[config.mk]
export PLATFORM = sky130hd
export DESIGN_NAME = dc_tagbank_ctrl
export DESIGN_NICKNAME = d
export VERILOG_FILES = /design/src/rtl/dc_tag_pkg.sv /design/src/rtl/dc_tagbank_arb.sv /design/src/rtl/dc_tagbank_ctrl.sv
export SDC_FILE = /design/constraint.sdc
export NUM_CORES = 1
export LEC_CHECK = 0
export ABC_AREA = 0
export BUFFER_PORTS_ARGS = -buffer_cell sky130_fd_sc_hd__buf_4
export CORE_MARGIN = 2
export CORE_UTILIZATION = 45
export DETAILED_ROUTE_END_ITERATION = 10
export GPL_TIMING_DRIVEN = 0
export PLACE_DENSITY = 0.82
export SETUP_SLACK_MARGIN = 0.15
export SYNTH_ARGS = -nofsm -noshare
export SYNTH_HDL_FRONTEND = slang
export SYNTH_SLANG_ARGS = --single-unit
[constraint.sdc]
create_clock -name clk -period 1.6 [get_ports clk]
set_input_delay 0.32 -clock clk [delete_from_list [all_inputs] [get_ports clk]]
set_output_delay 0.32 -clock clk [all_outputs]
set_load 0.01 [all_outputs]
[src/rtl/dc_tag_pkg.sv]
// Shared definitions for the DC tag bank controller: entry layout, coherence
// state codes, core opcodes, FSM states and the coherence next-state function.
package dc_tag_pkg;

  localparam int unsigned ENTRY_W  = 24;
  localparam int unsigned NUM_SETS = 32;
  localparam int unsigned POS_W    = $clog2(NUM_SETS);
  localparam int unsigned TAG_W    = 18;
  localparam int unsigned LRU_W    = 2;
  localparam int unsigned STATE_W  = 3;
  localparam int unsigned REQ_BITS = 5;

  // Entry field offsets: [17:0] tag, [18] spare, [20:19] lru, [23:21] state
  localparam int unsigned TAG_LSB   = 0;
  localparam int unsigned SPARE_BIT = 18;
  localparam int unsigned LRU_LSB   = 19;
  localparam int unsigned STATE_LSB = 21;

  localparam logic [STATE_W-1:0] ST_I  = 3'd0;
  localparam logic [STATE_W-1:0] ST_S  = 3'd1;
  localparam logic [STATE_W-1:0] ST_E  = 3'd2;
  localparam logic [STATE_W-1:0] ST_US = 3'd3;
  localparam logic [STATE_W-1:0] ST_UM = 3'd4;

  // Loads: 0..6 unshared-capable (U), 8..14 shared (S); MOPs from 16
  localparam logic [REQ_BITS-1:0] CORE_LOP_L08U    = 5'd0;
  localparam logic [REQ_BITS-1:0] CORE_LOP_L16U    = 5'd1;
  localparam logic [REQ_BITS-1:0] CORE_LOP_L32U    = 5'd2;
  localparam logic [REQ_BITS-1:0] CORE_LOP_L64U    = 5'd3;
  localparam logic [REQ_BITS-1:0] CORE_LOP_L128U   = 5'd4;
  localparam logic [REQ_BITS-1:0] CORE_LOP_L256U   = 5'd5;
  localparam logic [REQ_BITS-1:0] CORE_LOP_L512U   = 5'd6;
  localparam logic [REQ_BITS-1:0] CORE_LOP_L08S    = 5'd8;
  localparam logic [REQ_BITS-1:0] CORE_LOP_L512S   = 5'd14;
  localparam logic [REQ_BITS-1:0] CORE_MOP_BEGIN   = 5'd16;
  localparam logic [REQ_BITS-1:0] CORE_MOP_COMMIT  = 5'd17;
  localparam logic [REQ_BITS-1:0] CORE_MOP_CSYNC   = 5'd18;
  localparam logic [REQ_BITS-1:0] CORE_MOP_KILL    = 5'd19;
  localparam logic [REQ_BITS-1:0] CORE_MOP_RESTART = 5'd20;

  typedef struct packed {
    logic [STATE_W-1:0] state;
    logic [LRU_W-1:0]   lru;
    logic               spare;
    logic [TAG_W-1:0]   tag;
  } tag_entry_t;

  typedef enum logic [2:0] {
    FSM_IDLE,
    FSM_FWR,
    FSM_RD,
    FSM_WAIT,
    FSM_WR,
    FSM_RESP
  } fsm_state_e;

  function automatic logic [STATE_W-1:0] dc_next_state(
    input logic [REQ_BITS-1:0] req_type,
    input logic [STATE_W-1:0]  state
  );
    logic [STATE_W-1:0] ns;
    ns = state;
    case (req_type)
      CORE_MOP_BEGIN:                  if (state == ST_UM) ns = ST_US;
      CORE_MOP_COMMIT, CORE_MOP_CSYNC: if (state == ST_US) ns = ST_S;
      CORE_MOP_KILL, CORE_MOP_RESTART: ns = ST_I;
      default:                         ns = state;
    endcase
    return ns;
  endfunction

endpackage

[src/rtl/dc_tagbank_arb.sv]
// Fill/core arbitration for the tag bank: fill wins unless the core has lost
// MAX_STALL consecutive times, in which case the core is forced through.
module dc_tagbank_arb
  import dc_tag_pkg::*;
#(
  parameter int unsigned MAX_STALL = 4
) (
  input  logic clk,
  input  logic reset,
  input  logic idle,
  input  logic core_valid,
  input  logic fill_valid,
  output logic core_ready_c,
  output logic fill_ready_c,
  output logic core_grant_c,
  output logic fill_grant_c
);

  localparam int unsigned CNT_W = 4;

  logic [CNT_W-1:0] stall_q;
  logic             stall_max;

  assign stall_max    = (stall_q == CNT_W'(MAX_STALL));
  assign core_ready_c = idle & ~reset & (~fill_valid | stall_max);
  assign fill_ready_c = idle & ~reset & ~(core_valid & stall_max);
  assign core_grant_c = core_ready_c & core_valid;
  assign fill_grant_c = fill_ready_c & fill_valid;

  // Count consecutive core losses; any core grant restarts the count
  always_ff @(posedge clk) begin
    if (reset) begin
      stall_q <= '0;
    end else if (core_grant_c) begin
      stall_q <= '0;
    end else if (core_valid && fill_grant_c && !stall_max) begin
      stall_q <= stall_q + CNT_W'(1);
    end
  end

endmodule

[src/rtl/dc_tagbank_ctrl.sv]
// Sequencer for one single-port DC tag bank: core read-modify-write lookups and
// L2 fill writes. Optional DC_TAGCTRL_SKIPWR_EN skips the write-back of hits
// whose coherence state does not change.
module dc_tagbank_ctrl
  import dc_tag_pkg::*;
#(
  parameter int unsigned MAX_STALL = 4
) (
  input  logic                clk,
  input  logic                reset,
  input  logic                core_req_valid,
  input  logic [REQ_BITS-1:0] core_req_type,
  input  logic [POS_W-1:0]    core_req_pos,
  input  logic [TAG_W-1:0]    core_req_tag,
  output logic                core_req_retry,
  output logic                core_ack_valid,
  output logic                core_ack_hit,
  output logic [STATE_W-1:0]  core_ack_state,
  input  logic                core_ack_retry,
  input  logic                fill_req_valid,
  input  logic [POS_W-1:0]    fill_req_pos,
  input  logic [ENTRY_W-1:0]  fill_req_data,
  output logic                fill_req_retry,
  output logic                tb_req_valid,
  output logic                tb_req_we,
  output logic [POS_W-1:0]    tb_req_pos,
  output logic [ENTRY_W-1:0]  tb_req_data,
  input  logic                tb_req_retry,
  input  logic                tb_ack_valid,
  input  logic [ENTRY_W-1:0]  tb_ack_data,
  output logic                tb_ack_retry
);

  fsm_state_e          state_q, state_d;
  logic [REQ_BITS-1:0] type_q, type_d;
  logic [TAG_W-1:0]    tag_q, tag_d;
  logic                req_valid_q, req_valid_d;
  logic                req_we_q, req_we_d;
  logic [POS_W-1:0]    req_pos_q, req_pos_d;
  logic [ENTRY_W-1:0]  req_data_q, req_data_d;
  logic                ack_valid_q, ack_valid_d;
  logic                ack_hit_q, ack_hit_d;
  logic [STATE_W-1:0]  ack_state_q, ack_state_d;

  logic core_ready_c, fill_ready_c, core_grant_c, fill_grant_c;

  dc_tagbank_arb #(.MAX_STALL(MAX_STALL)) u_arb (
    .clk          (clk),
    .reset        (reset),
    .idle         (state_q == FSM_IDLE),
    .core_valid   (core_req_valid),
    .fill_valid   (fill_req_valid),
    .core_ready_c (core_ready_c),
    .fill_ready_c (fill_ready_c),
    .core_grant_c (core_grant_c),
    .fill_grant_c (fill_grant_c)
  );

  tag_entry_t         rd_entry, wr_entry;
  logic [STATE_W-1:0] nxt_state;
  logic               lookup_hit, skip_wr;

  assign rd_entry   = tag_entry_t'(tb_ack_data);
  assign nxt_state  = dc_next_state(type_q, rd_entry.state);
  assign lookup_hit = (rd_entry.tag == tag_q) && (rd_entry.state != ST_I);

`ifdef DC_TAGCTRL_SKIPWR_EN
  assign skip_wr = (nxt_state == rd_entry.state);
`else
  assign skip_wr = 1'b0;
`endif

  // Write-back entry: updated state, lru refreshed, tag/spare preserved
  always_comb begin
    wr_entry       = rd_entry;
    wr_entry.state = nxt_state;
    wr_entry.lru   = '1;
  end

  always_comb begin
    state_d     = state_q;
    type_d      = type_q;
    tag_d       = tag_q;
    req_valid_d = req_valid_q;
    req_we_d    = req_we_q;
    req_pos_d   = req_pos_q;
    req_data_d  = req_data_q;
    ack_valid_d = ack_valid_q;
    ack_hit_d   = ack_hit_q;
    ack_state_d = ack_state_q;
    case (state_q)
      FSM_IDLE: begin
        if (fill_grant_c) begin
          state_d     = FSM_FWR;
          req_valid_d = 1'b1;
          req_we_d    = 1'b1;
          req_pos_d   = fill_req_pos;
          req_data_d  = fill_req_data;
        end else if (core_grant_c) begin
          state_d     = FSM_RD;
          type_d      = core_req_type;
          tag_d       = core_req_tag;
          req_valid_d = 1'b1;
          req_we_d    = 1'b0;
          req_pos_d   = core_req_pos;
        end
      end
      FSM_FWR: begin
        if (!tb_req_retry) begin
          state_d     = FSM_IDLE;
          req_valid_d = 1'b0;
        end
      end
      FSM_RD: begin
        if (!tb_req_retry) begin
          state_d     = FSM_WAIT;
          req_valid_d = 1'b0;
        end
      end
      FSM_WAIT: begin
        if (tb_ack_valid) begin
          ack_hit_d   = lookup_hit;
          ack_state_d = lookup_hit ? nxt_state : rd_entry.state;
          if (lookup_hit && !skip_wr) begin
            state_d     = FSM_WR;
            req_valid_d = 1'b1;
            req_we_d    = 1'b1;
            req_data_d  = wr_entry;
          end else begin
            state_d     = FSM_RESP;
            ack_valid_d = 1'b1;
          end
        end
      end
      FSM_WR: begin
        if (!tb_req_retry) begin
          state_d     = FSM_RESP;
          req_valid_d = 1'b0;
          ack_valid_d = 1'b1;
        end
      end
      FSM_RESP: begin
        if (!core_ack_retry) begin
          state_d     = FSM_IDLE;
          ack_valid_d = 1'b0;
          ack_hit_d   = 1'b0;
          ack_state_d = '0;
        end
      end
      default: state_d = FSM_IDLE;
    endcase
  end

  // Reset abandons any transaction in flight
  always_ff @(posedge clk) begin
    if (reset) begin
      state_q     <= FSM_IDLE;
      type_q      <= '0;
      tag_q       <= '0;
      req_valid_q <= 1'b0;
      req_we_q    <= 1'b0;
      req_pos_q   <= '0;
      req_data_q  <= '0;
      ack_valid_q <= 1'b0;
      ack_hit_q   <= 1'b0;
      ack_state_q <= '0;
    end else begin
      state_q     <= state_d;
      type_q      <= type_d;
      tag_q       <= tag_d;
      req_valid_q <= req_valid_d;
      req_we_q    <= req_we_d;
      req_pos_q   <= req_pos_d;
      req_data_q  <= req_data_d;
      ack_valid_q <= ack_valid_d;
      ack_hit_q   <= ack_hit_d;
      ack_state_q <= ack_state_d;
    end
  end

  assign core_req_retry = ~core_ready_c;
  assign fill_req_retry = ~fill_ready_c;
  assign tb_req_valid   = req_valid_q;
  assign tb_req_we      = req_we_q;
  assign tb_req_pos     = req_pos_q;
  assign tb_req_data    = req_data_q;
  assign core_ack_valid = ack_valid_q;
  assign core_ack_hit   = ack_hit_q;
  assign core_ack_state = ack_state_q;
  assign tb_ack_retry   = (state_q == FSM_RESP) & core_ack_retry;

endmodule

==> results.py <==
metrics = {
    "run_status": {
        "status": "complete, but fails checks",
        "violations": "negative setup slack",
    },
    "logic_synthesis": {
        "synth_cells": 389,
        "ys_seq_area_share_pct": 39.08,
        "netlist.area_leader.share_pct": 39.08,
        "netlist_area_um2": 3381,
        "syn_nets": 479,
        "yosysTopAreaCell": "dfxtp_1",
        "yosysUniqueCellTypes": 52,
        "yosysWarnings": 0,
        "yosys-top-cells-count": "nand2_1 (69), dfxtp_1 (66), a21oi_1 (32)",
        "avgSynthCellArea_um2": 8.691,
        "yosysMostFrequentCell": "nand2_1",
        "synth-seq-cells": 66,
        "ys.flop_type": "dfxtp_1",
        "yosys-top-cells-area": "dfxtp_1 (39%), nand2_1 (7.7%), o211a_1 (6.5%)",
        "synthArstFlopShare_pct": 0,
        "synth_edf_count": 0,
    },
    "timing": {
        "tightest_slew_ns": 0.8130,
        "fin_ws_ns": -0.3409,
        "final_hold_viol_count": 0,
        "final-setup-viol-count": 67,
        "relSlewSlack_pct": 45.80,
        "fin_worst_skew_ns": 0.009070,
        "holdWs_ns": 0.2097,
        "rsz0062_at_grt": "yes",
        "finalMaxSlewViolations": 0,
        "period_share_pct": 121.3,
        "fin_crit_ns": 1.941,
        "clock.fmax_mhz": 515.2,
    },
    "setup_path": {
        "slowest_stage": "dfxtp_2",
        "rr_startpoint": "tag_q[14]",
        "crit_fanout": 7,
        "cp_slowest_stage_delay_ns": 0.32,
        "path_class": "register to register",
        "cp-end-kind": "register",
        "reg2reg_depth": 7,
        "required_ns": 1.83,
        "cp_cell_sequence": "xnor2_1, nand4_1, nor3_4, buf_4, nand3_4, mux2_2, a22o_1",
        "r2r_slack_ns": -0.34,
        "r2r-end": "core_ack_state[0]",
        "startpoint_type": "register",
        "crit_arrival_ns": 2.17,
    },
    "cts": {
        "clkSlewWorstSetupHoldPaths_ns": 0.08,
        "cts_root_buf": "clkbuf_8",
        "postCtsHoldBufs": 0,
        "cts_buffers": 9,
        "cts_buffer_depth": 2,
        "htreeDepth": 3,
        "tritoncts": "done",
        "cts_sinks": 66,
        "clkLatencyLatePin_ns": 0.35,
    },
    "floorplanning": {
        "start_util_pct": 46.61,
        "core-area_um2": 7253,
        "die_area_um2": 8222,
        "chipWidth_um": 90.68,
        "rows": 31,
        "die_h_um": 90.68,
        "io_pins": 127,
    },
    "grt": {
        "grt_util_met2_pct": 49.94,
        "grtUsageMet1_pct": 35.89,
        "busiest_layer": "met2",
        "grt_overflow_total": 0,
        "grtUsageMet3_pct": 5.593,
        "antenna_found_initial": 0,
        "grt_pass1_vias": 3828,
        "grt_usage_pct": 29.81,
        "grt_max_degree": 11,
        "grt_pass1_wl_mm": 19.33,
    },
    "placed_design": {
        "dpl_worst_slack_ns": -0.4103,
        "dp.cells": 611,
        "io_buffers": 123,
        "place_hpwl_mm": 8.114,
        "gp_congestion": 0.9140,
    },
    "min_path": {
        "worstHoldEndpoint": "tag_q[9]",
        "hold_depth": 3,
        "min_from": "core_req_tag[9]",
        "hold_path.class": "input pin to register",
    },
    "power_and_ir_drop": {
        "powerDensity_nw_per_um2": 1183,
        "power_mw": 6.722,
        "leakage_nw": 2.686,
        "peakVddDrop_mv": 0.5896,
    },
    "route": {
        "drc": 0,
        "drt_iter0_markers": 248,
        "dr.pass1.iters": 5,
        "drtAntennaViolNets": 0,
        "wire_per_inst_um": 20.01,
        "viasPerCell": 5.929,
        "wl_mm": 13.27,
        "vias": 3931,
    },
    "cells_and_area": {
        "finalNonFillerCells": 663,
        "drive_gt1_share_pct": 55.50,
        "synthToLayoutAreaGrowth_pct": 68.02,
        "num-nets-final": 650,
        "antennaDiodeCount": 0,
        "fillCellCount": 424,
    },
    "flow_run": {
        "cap_violations": 0,
    },
}
==> cell families (layout without fill, tap and decap cells) <==
| logic type | count (synthesis) | count (layout) | share of synthesized area (%) |
|---|---|---|---|
| AOI/OAI and AO/OA | 113 | 113 | 25.72 |
| xor gates and xnor gates | 22 | 22 | 5.699 |
| DFF | 66 | 66 | 39.08 |
| buffers and inverters | 35 | 210 | 4.811 |
| and+or+nand+nor | 148 | 148 | 22.98 |
| adders and majority gates | 2 | 2 | 0.7401 |
| muxes | 3 | 3 | 0.9622 |
==> layout by cell type (no fill, tap or decap), types with 14 or more instances in the layout <==
cell     synthesis  layout
dfxtp_2          0      14
nand2_4          0      23
o211a_1         22      22
and2_1          20      20
a221o_1         21      21
a21oi_2          2      25
dfxtp_1         66      50
buf_6            2      18
nand2_1         69      36
buf_4            1     150
==> flip-flops by register name, indices dropped and copies added (netlist names) <==
name            count
core_ack_hit        1
core_ack_state      3
core_ack_valid      1
state_q             3
tag_q              18
tb_req_data        24
tb_req_pos          5
tb_req_valid        1
tb_req_we           1
type_q              5
u_arb.stall_q       4
==> stage by stage <==
step | utilization, % | cell area, µm² | setup TNS [ns]
after detailed placement | 62.03 | 4499 | -13.97
final | 78.32 | 5680 | -13.90
after global routing | 78.32 | 5680 | -20.13
after global placement | 62.03 | 4499 | -12.38
after CTS | 73.76 | 5350 | -6.215
after floorplan | - | 3452 | -1.455
==> report_power, final <==
group          internal (mW)  switching [mW]  leakage, nW
Sequential              1.92           0.210        0.546
Combinational           1.53            1.45         2.03
Clock                  0.957           0.664        0.110
Total                   4.40            2.32         2.69
==> worst max-delay path by stage <==
stage	start	endpoint	slack, ns	depth (start not counted)
floorplan	tb_ack_data[10]	tb_req_data[5]	-0.08	6
global placement	tb_ack_data[9]	tb_req_data[2]	-0.39	8
detailed placement	tb_ack_data[9]	tb_req_data[3]	-0.41	8
CTS	tag_q[15]	tb_req_data[3]	-0.21	7
global route	tag_q[14]	core_ack_state[0]	-0.45	7
finish	tag_q[14]	core_ack_state[0]	-0.34	7
==> final cells by class <==
type	instances	area [µm²]	share of cell area, %
buffer	29	254.0	4.471
clock inverter	2	60.06	1.057
timing repair buffer	160	1299	22.86
multi-input combinational	288	2416	42.53
sequential	66	1346	23.70
clock buffer	13	158.9	2.797
inverter	6	22.52	0.3965
tap	99	123.9	2.181
==> metal layers <==
layer	part of all wire (%)	wire, µm
met4	4.2	558
met1	39	5150
met3	7.1	942
met5	0	0
met2	50	6618
==> repair_timing <==
item	4_1_cts	5_1_grt
endpoints found under the setup margin	68	68
gates resized for setup	99	71
buffers inserted	24	8
pin swaps	48	55
cloned	5	0
==> critical path, delay by kind of cell, from the launching register on <==
kind,cells,cell delay [ns]
AOI/OAI and AO/OA,1,0.21
and+or+nand+nor,3,0.61
DFF,1,0.32
muxes,1,0.32
xor gates and xnor gates,1,0.20
buffers and inverters,1,0.16
No activity file was read; power rests on OpenSTA's default activity.
